$ cat config.mk
export PLATFORM = sky130hd
export DESIGN_NAME = bin2bcd_seq
export DESIGN_NICKNAME = d
export VERILOG_FILES = /design/src/rtl/bin2bcd_seq.sv
export SDC_FILE = /design/constraint.sdc
export NUM_CORES = 1
export LEC_CHECK = 0
export BUFFER_PORTS_ARGS = -buffer_cell sky130_fd_sc_hd__clkbuf_2
export CORE_ASPECT_RATIO = 1.4
export CORE_MARGIN = 2
export CORE_UTILIZATION = 61
export DETAILED_ROUTE_END_ITERATION = 8
export GPL_TIMING_DRIVEN = 1
export PLACE_DENSITY_LB_ADDON = 0.08
export SLEW_MARGIN = 15
export SYNTH_ARGS = -nofsm -noshare
export SYNTH_HDL_FRONTEND = slang
export SYNTH_SLANG_ARGS = --single-unit
$ cat constraint.sdc
create_clock -name clk -period 4.6 [get_ports clk]
set_clock_uncertainty 0.1 [all_clocks]
set_input_delay 0.46 -clock clk [delete_from_list [all_inputs] [get_ports clk]]
set_output_delay 0.46 -clock clk [all_outputs]
set_load 0.005 [all_outputs]
$ cat src/rtl/bin2bcd_seq.sv
// Sequential double-dabble binary-to-BCD converter, one bit per clock, start/busy/done handshake.
// Optional leading-zero blanking mask enabled by defining BIN2BCD_BLANK_EN.
module bin2bcd_seq #(
    parameter int WIDTH  = 16,
    parameter int DIGITS = 5
) (
    input  logic                  clk,
    input  logic                  rst,
    input  logic                  start,
    input  logic [WIDTH-1:0]      bin,
    output logic                  busy,
    output logic                  done,
    output logic [4*DIGITS-1:0]   bcd,
    output logic [DIGITS-1:0]     blank
);

    localparam int BW = 4 * DIGITS;
    localparam int SW = BW + WIDTH;
    localparam int CW = (WIDTH > 1) ? $clog2(WIDTH) : 1;
    localparam logic [CW-1:0] LAST = CW'(WIDTH - 1);

    typedef enum logic {
        IDLE,
        CONV
    } state_t;

    state_t          state_q, state_d;
    logic [CW-1:0]   cnt_q, cnt_d;
    logic [SW-1:0]   shreg_q, shreg_d;
    logic [SW-1:0]   adj, shifted;
    logic [BW-1:0]   bcd_q, bcd_d;
    logic            done_q, done_d;

    // Add-3 on every digit field in parallel, then shift the whole register left.
    always_comb begin
        adj = shreg_q;
        for (int i = 0; i < DIGITS; i++) begin
            if (shreg_q[WIDTH+4*i +: 4] >= 4'd5) begin
                adj[WIDTH+4*i +: 4] = shreg_q[WIDTH+4*i +: 4] + 4'd3;
            end
        end
        shifted = {adj[SW-2:0], 1'b0};
    end

    always_comb begin
        state_d = state_q;
        cnt_d   = cnt_q;
        shreg_d = shreg_q;
        bcd_d   = bcd_q;
        done_d  = 1'b0;
        case (state_q)
            IDLE: begin
                if (start) begin
                    shreg_d = {{BW{1'b0}}, bin};
                    cnt_d   = '0;
                    state_d = CONV;
                end
            end
            CONV: begin
                shreg_d = shifted;
                if (cnt_q == LAST) begin
                    bcd_d   = shifted[SW-1 -: BW];
                    done_d  = 1'b1;
                    state_d = IDLE;
                end else begin
                    cnt_d = cnt_q + 1'b1;
                end
            end
            default: state_d = IDLE;
        endcase
    end

    always_ff @(posedge clk or posedge rst) begin
        if (rst) begin
            state_q <= IDLE;
            cnt_q   <= '0;
            shreg_q <= '0;
            bcd_q   <= '0;
            done_q  <= 1'b0;
        end else begin
            state_q <= state_d;
            cnt_q   <= cnt_d;
            shreg_q <= shreg_d;
            bcd_q   <= bcd_d;
            done_q  <= done_d;
        end
    end

    assign busy = (state_q == CONV);
    assign done = done_q;
    assign bcd  = bcd_q;

`ifdef BIN2BCD_BLANK_EN
    logic [DIGITS-1:0] blank_q, blank_d;
    logic              zero_above;

    // Digit 0 is never blanked so that a zero result still shows one "0".
    always_comb begin
        blank_d    = '0;
        zero_above = 1'b1;
        for (int i = DIGITS - 1; i >= 1; i--) begin
            zero_above = zero_above & (bcd_d[4*i +: 4] == 4'd0);
            blank_d[i] = zero_above;
        end
    end

    always_ff @(posedge clk or posedge rst) begin
        if (rst) begin
            blank_q <= '0;
        end else begin
            blank_q <= blank_d;
        end
    end

    assign blank = blank_q;
`else
    assign blank = '0;
`endif

endmodule

==> results.ini, run 1 <==
[floorplan]
die_x_um = 63.9
die_h_um = 87.8
rows = 30
core_mm2 = 0.00484
start_util_pct = 63.2
ioPinCount = 46
dieArea_mm2 = 0.00561

[power]
p_total_w = 0.00238
p_int_w = 0.00148
cellLeakagePower_nw = 1.75
p_switching_w = 0.000897
powerDensity_mw_per_mm2 = 693
ir_drop_v = 0.000355
pwr-share-seq_pct = 42.0
comb_power_share_pct = 40.7
pwr-share-clk_pct = 17.3
switching_share_pct = 37.7

[worst_setup_path]
slowest_delay_ns = 0.74
worstPathRequired_ns = 4.04
cp.buffers_inverters = 2
cp_max_fo = 37
critical_path.cell_chain = buf_4, clkbuf_2
startpoint_type = flip-flop
cp.arrival_ns = 1.73
crit_path_top_delay_cell = dfrtp_2
cp-end-kind = output pin
path_delay_family = flip-flops
path_class = reg -> out

[clock_tree]
clkTransAtPathRegs_ns = 0.07
clk_latency_ns = 0.34
cts_tree = built
cts_buffers = 9
ctsLongestPathBuffers = 2
cts_resized = 0
cts_sinks = 62
h-tree-depth = 3
cts_setup_buffers = 0
cts-hold-fix-buffers = 0
cts_root_buffer = clkbuf_8

[sta]
final.setup.tns_ns = 0
rsz0062_at_grt = false
hold_viol_final = 0
final_max_slew_viol_count = 0
fin_crit_ns = 2.29
tightest_slew_ns = 0.768
finalSetupViolCount = 0
fmax_mhz = 437
max_slew_margin_pct = 48.8
holdWs_ns = 0.214
fin_crit_sh_pct = 49.7

[global_route]
grt_pass1_wl_mm = 8.78
overflow = 0
grt_max_degree = 63
grt_pass1_vias = 1966
track_usage_pct = 20.4
antenna_found_initial = 0

[yosys]
syn_area_per_cell_um2 = 10.5
netlist_area_mm2 = 0.00306
synth_cells = 291
synth_top_area_cell = dfrtp_1
synth.distinct_cells = 34
synth-seq-cells = 62
yosysMostFrequentCell = dfrtp_1
synth_enable_flop_cells = 0
synthFlopType = dfrtp_1
synthTopCellsByArea = dfrtp_1, mux2i_1, nand2_1
async_flop_share_pct = 100
netlist.area_leader.share_pct = 50.7
synth_commonest_cells = dfrtp_1, nand2_1, o21ai_0, mux2i_1, a21oi_1
seq_area_frac_synth_pct = 50.7
yosysWarnings = 0

[layout]
fillers = 373
layout.nets = 360
area_growth_pct = 12.1
antennaDiodeCount = 0
drive_above_1_share_pct = 22.7

[detailed_routing]
first_pass_iters = 4
via_count = 2115
via_per_inst = 5.30
drt-total-wl_mm = 5.22
ant_nets = 0
drt_first_iter_violations = 134
wl_per_cell_um = 13.1
drc = 0

[run_status]
status = finished clean

[placement]
gp_congestion = 0.742
port_buffers = 40
dp_hpwl_mm = 3.49

[hold_path]
min_path_type = in -> async

[job]
maxCapViolCount = 0

-- registers in the layout, summed over array words and instances, names as in the netlist --
name     cells
shreg_q     36
bcd         20
cnt_q        4
busy         1
done         1
-- worst min-delay path, delay by kind of cell --
kind / cells / cell delay (ns)
buffers and inverters: 3 / 0.71
-- area by class of cell --
cell class / instances / area, um^2 / share of cell area [%]
clock buffer: 11 / 141 / 4.12
clock inverter: 5 / 25.0 / 0.729
inverter: 13 / 48.8 / 1.42
multi-input combinational: 201 / 1360 / 39.7
sequential: 62 / 1550 / 45.2
tap: 64 / 80.1 / 2.33
timing repair buffer: 43 / 223 / 6.49
-- metal layers --
layer  part of all wire [%]  global-route usage (%)  vias to the layer above
met5                      0                       0                        -
met4                    1.6                    8.70                        0
met3                    4.4                    5.78                        9
met2                     49                    33.1                       41
met1                     45                    25.7                     1000
li1                       -                       -                     1065
-- power groups by stage --
stage	clock network, W	registers (W)	logic [W]
4_1_cts	0.000420	0.000999	0.000983
6_report	0.000410	0.000999	0.000967
3_5_place_dp	0	0.00101	0.000979
2_1_floorplan	0	0.000949	0.000784
3_3_place_gp	0	0.00100	0.000947
5_1_grt	0.000448	0.00103	0.00110
-- cell usage in the layout, fill, tap and decap left out, drive strengths merged, types with 5 or more instances in the layout --
cell type	count
a21oi	17
a22o	5
clkbuf	51
clkinv	5
conb	5
dfrtp	62
ha	11
inv	13
mux2	9
mux2i	29
nand2	45
nand2b	6
nor2	6
nor3b	10
o21ai	36
xnor2	5
-- stage by stage --
step / cells / setup WS [ns] / utilization, % / cell area (um^2)
floorplan: 295 / 2.50 / - / 3080
global placement: 383 / 2.67 / 67.4 / 3270
detailed placement: 383 / 2.66 / 67.4 / 3270
CTS: 399 / 2.32 / 70.9 / 3430
global route: 399 / 2.19 / 70.9 / 3430
finish: 399 / 2.31 / 70.9 / 3430
-- path summary, 6_finish.rpt --
kind                                      from                      end  slack [ns]  depth (start not counted)
setup reg to reg                busy$_DFF_PP0_      bcd[10]$_DFFE_PP0P_        2.80                          3
min in group clk                        bin[0]   shreg_q[0]$_DFFE_PP0P_        0.27                          3
setup / recovery                busy$_DFF_PP0_                     busy        2.31                          2
hold / removal                             rst  shreg_q[33]$_DFFE_PP0P_        0.21                          3
hold reg to reg            bcd[19]$_DFFE_PP0P_      bcd[19]$_DFFE_PP0P_        0.38                          2
max in group asynchronous                  rst           busy$_DFF_PP0_        3.63                          3
-- cells by family (layout without fill, tap and decap cells) --
group                    Yosys count  in the layout  synth area share [%]
XOR/XNOR                           6              6                  1.72
buffers and inverters             32             72                  5.31
AND/OR/NAND/NOR                   77             77                  11.9
multiplexers                      38             38                  13.3
AO/OA/AOI/OAI                     64             64                  12.4
flip-flops                        62             62                  50.7
other                              1              5                 0.123
adder cells (fa/ha/maj)           11             11                  4.50
Note: power is estimated with default switching activity, not from simulation.
==> inputs of run 2 (changes only) <==
--- a/config.mk
+++ b/config.mk
@@ -8,7 +8,7 @@
 export BUFFER_PORTS_ARGS = -buffer_cell sky130_fd_sc_hd__clkbuf_2
 export CORE_ASPECT_RATIO = 1.4
 export CORE_MARGIN = 2
-export CORE_UTILIZATION = 61
+export CORE_UTILIZATION = 51
 export DETAILED_ROUTE_END_ITERATION = 8
 export GPL_TIMING_DRIVEN = 1
 export PLACE_DENSITY_LB_ADDON = 0.08
==> constraint.sdc (replaced) <==
create_clock -name clk -period 2.1 [get_ports clk]
set_clock_uncertainty 0.1 [all_clocks]
set_input_delay 0.21 -clock clk [delete_from_list [all_inputs] [get_ports clk]]
set_output_delay 0.21 -clock clk [all_outputs]
set_load 0.005 [all_outputs]
==> results.ini, run 2 (synthesized netlist as in run 1, its figures left out) <==
[run_status]
status = finished clean  ; unchanged

[floorplan]
start_util_pct = 52.6  ; was 63.2%
die_h_um = 95.7  ; was 87.8 um
dieArea_mm2 = 0.00665  ; was 0.00561 mm^2
die_x_um = 69.5  ; was 63.9 um
rows = 33  ; was 30
core_mm2 = 0.00582  ; was 0.00484 mm^2
ioPinCount = 46  ; unchanged

[sta]
fmax_mhz = 580
rsz0062_at_grt = false  ; unchanged
final.setup.tns_ns = 0  ; unchanged
max_slew_margin_pct = 64.8  ; was 48.8%
hold_viol_final = 0  ; unchanged
fin_crit_ns = 1.72
fin_crit_sh_pct = 82.0
tightest_slew_ns = 0.527  ; was 0.768 ns
final_max_slew_viol_count = 0  ; unchanged
finalSetupViolCount = 0  ; unchanged
fin_ws_ns = 0.377  ; was 2.31 ns

[clock_tree]
cts_tree = built  ; unchanged
cts_root_buffer = clkbuf_8  ; unchanged
cts_resized = 0  ; unchanged
cts_buffers = 9  ; unchanged
ctsLongestPathBuffers = 2  ; unchanged
clk_latency_ns = 0.34  ; about the same
cts_setup_buffers = 0  ; unchanged
cts_sinks = 62  ; unchanged
h-tree-depth = 3  ; unchanged
clkTransAtPathRegs_ns = 0.07  ; about the same

[layout]
area_growth_pct = 14.8  ; was 12.1%
final_common_cell = dfrtp_1  ; unchanged
top_register = shreg_q  ; unchanged
multi_input_area_mm2 = 0.00136  ; unchanged
layout.nets = 365  ; was 360
largest_register_ffs = 36  ; unchanged
fillers = 513  ; was 373
final_cell_area_mm2 = 0.00351  ; was 0.00343 mm^2
antennaDiodeCount = 0  ; unchanged
layout_common_cells = dfrtp_1, nand2_1, clkbuf_2, o21ai_0, mux2i_1  ; unchanged
drive_above_1_share_pct = 23.8  ; was 22.7%
register_area_mm2 = 0.00155  ; unchanged

[worst_setup_path]
cp-end-kind = flip-flop  ; was output pin
path_class = reg -> reg  ; was reg -> out
worstPathRequired_ns = 2.28  ; was 4.04 ns
slowest_delay_ns = 0.43  ; was 0.74 ns
cp.arrival_ns = 1.90  ; was 1.73 ns
crit_path_top_delay_cell = dfrtp_1  ; was dfrtp_2
critical_path.cell_chain = inv_1, ha_1, nand2b_2, a21oi_4, mux2i_1, mux2_4  ; was buf_4, clkbuf_2
startpoint_type = flip-flop  ; unchanged
cp_max_fo = 5  ; was 37

[global_route]
overflow = 0  ; unchanged
grt_pass1_vias = 2068  ; was 1,966
grt_pass1_wl_mm = 9.43  ; was 8.78 mm
antenna_found_initial = 0  ; unchanged
grt_max_degree = 44  ; was 63
track_usage_pct = 18.3  ; was 20.4%

[power]
pwr-share-seq_pct = 40.3  ; was 42.0%
powerDensity_mw_per_mm2 = 1500  ; was 693 mW/mm^2
p_switching_w = 0.00200  ; was 0.000897 W
switching_share_pct = 38.1  ; was 37.7%
cellLeakagePower_nw = 1.78  ; was 1.75 nW
comb_power_share_pct = 42.2  ; was 40.7%
p_int_w = 0.00326  ; was 0.00148 W
pwr-share-clk_pct = 17.5  ; was 17.3%
ir_drop_v = 0.000828  ; was 0.000355 V

[detailed_routing]
routed-wl-met2_mm = 2.78  ; was 2.55 mm
top_layer = met4  ; unchanged
wl_per_cell_um = 13.4  ; was 13.1 um
ant_nets = 0  ; unchanged
via_count = 2114  ; was 2,115
wl_met1_mm = 2.42  ; was 2.36 mm
first_pass_iters = 4  ; unchanged
drt_first_iter_violations = 45  ; was 134
drc = 0  ; unchanged
dr_wl_met3_um = 184  ; was 228 um
drt-total-wl_mm = 5.51  ; was 5.22 mm
via_per_inst = 5.16  ; was 5.30

[placement]
dp_hpwl_mm = 3.85  ; was 3.49 mm
dpl_cell_area_mm2 = 0.00333  ; was 0.00327 mm^2
dp_slack_ns = 0.401  ; was 2.66 ns
port_buffers = 40  ; unchanged
gp_congestion = 0.735  ; was 0.742

[job]
maxCapViolCount = 0  ; unchanged

[hold_path]
min_path_type = in -> reg  ; was in -> async

==> run 2: cell types whose count changed in the layout (fill, tap and decap cells not counted) <==
cell           before  now
buf_4               3    5
clkinv_2            5    2
buf_12              0    2
clkbuf_8           10    9
dlygate4sd3_1       0    1
clkinv_4            0    1
clkinvlp_4          0    3
clkbuf_1            1    0
inv_6               0    1
==> run 2: power groups by stage <==
stage	Combinational [W]	Clock, W	Sequential, W
after floorplan	0.00172	0	0.00208
after global placement	0.00220	0	0.00214
after detailed placement	0.00226	0	0.00214
after CTS	0.00227	0.000940	0.00212
after global routing	0.00255	0.000994	0.00220
final	0.00222	0.000918	0.00212
==> run 2: repair_timing <==
action                                  CTS  global route
endpoints found under the setup margin    0             0
hold endpoints to repair                 21             0
hold buffers                              1             0
==> run 2: worst paths after layout <==
check / startpoint / endpoint / slack [ns] / cells after the start
max: shreg_q[16]$_DFFE_PP0P_ / bcd[2]$_DFFE_PP0P_ / 0.38 / 6
min: bin[0] / shreg_q[0]$_DFFE_PP0P_ / 0.03 / 3
max reg2reg: shreg_q[16]$_DFFE_PP0P_ / bcd[2]$_DFFE_PP0P_ / 0.38 / 6
min reg2reg: bcd[0]$_DFFE_PP0P_ / bcd[0]$_DFFE_PP0P_ / 0.38 / 2
max in group asynchronous: rst / shreg_q[4]$_DFFE_PP0P_ / 0.92 / 4
min in group asynchronous: rst / shreg_q[35]$_DFFE_PP0P_ / 0.35 / 3
==> run 2: layer usage <==
| metal | GRT usage, % | vias up |
|---|---|---|
| li1 | - | 1075 |
| met1 | 20.8 | 998 |
| met2 | 32.3 | 32 |
| met3 | 3.59 | 9 |
| met4 | 10.3 | 0 |
| met5 | 0 | - |
==> run 2: layout make-up <==
cell class | count | share of cell area [%]
well taps | 70 | 2.49
flip-flops and latches | 62 | 44.2
repair buffers | 48 | 8.19
clock inverters | 7 | 1.43
multi-input cells | 201 | 38.8
inverters | 13 | 1.39
clock buffers | 9 | 3.53
==> run 2: through the flow <==
stage	std cells	util, %	total power [W]	hold WS [ns]
floorplan	295	-	0.00380	0.266
global placement	393	57.2	0.00434	0.167
detailed placement	393	57.2	0.00440	0.171
CTS	410	60.3	0.00534	0.0103
global route	410	60.3	0.00574	0.0433
finish	410	60.3	0.00526	0.0266
==> run 2: critical path: cells and delay by family (launching register included) <==
family,cells,cell delay [ns]
simple gates,1,0.11
compound gates,1,0.18
buf+inv,1,0.10
fa+ha+maj,1,0.27
mux,2,0.47
flops,1,0.43
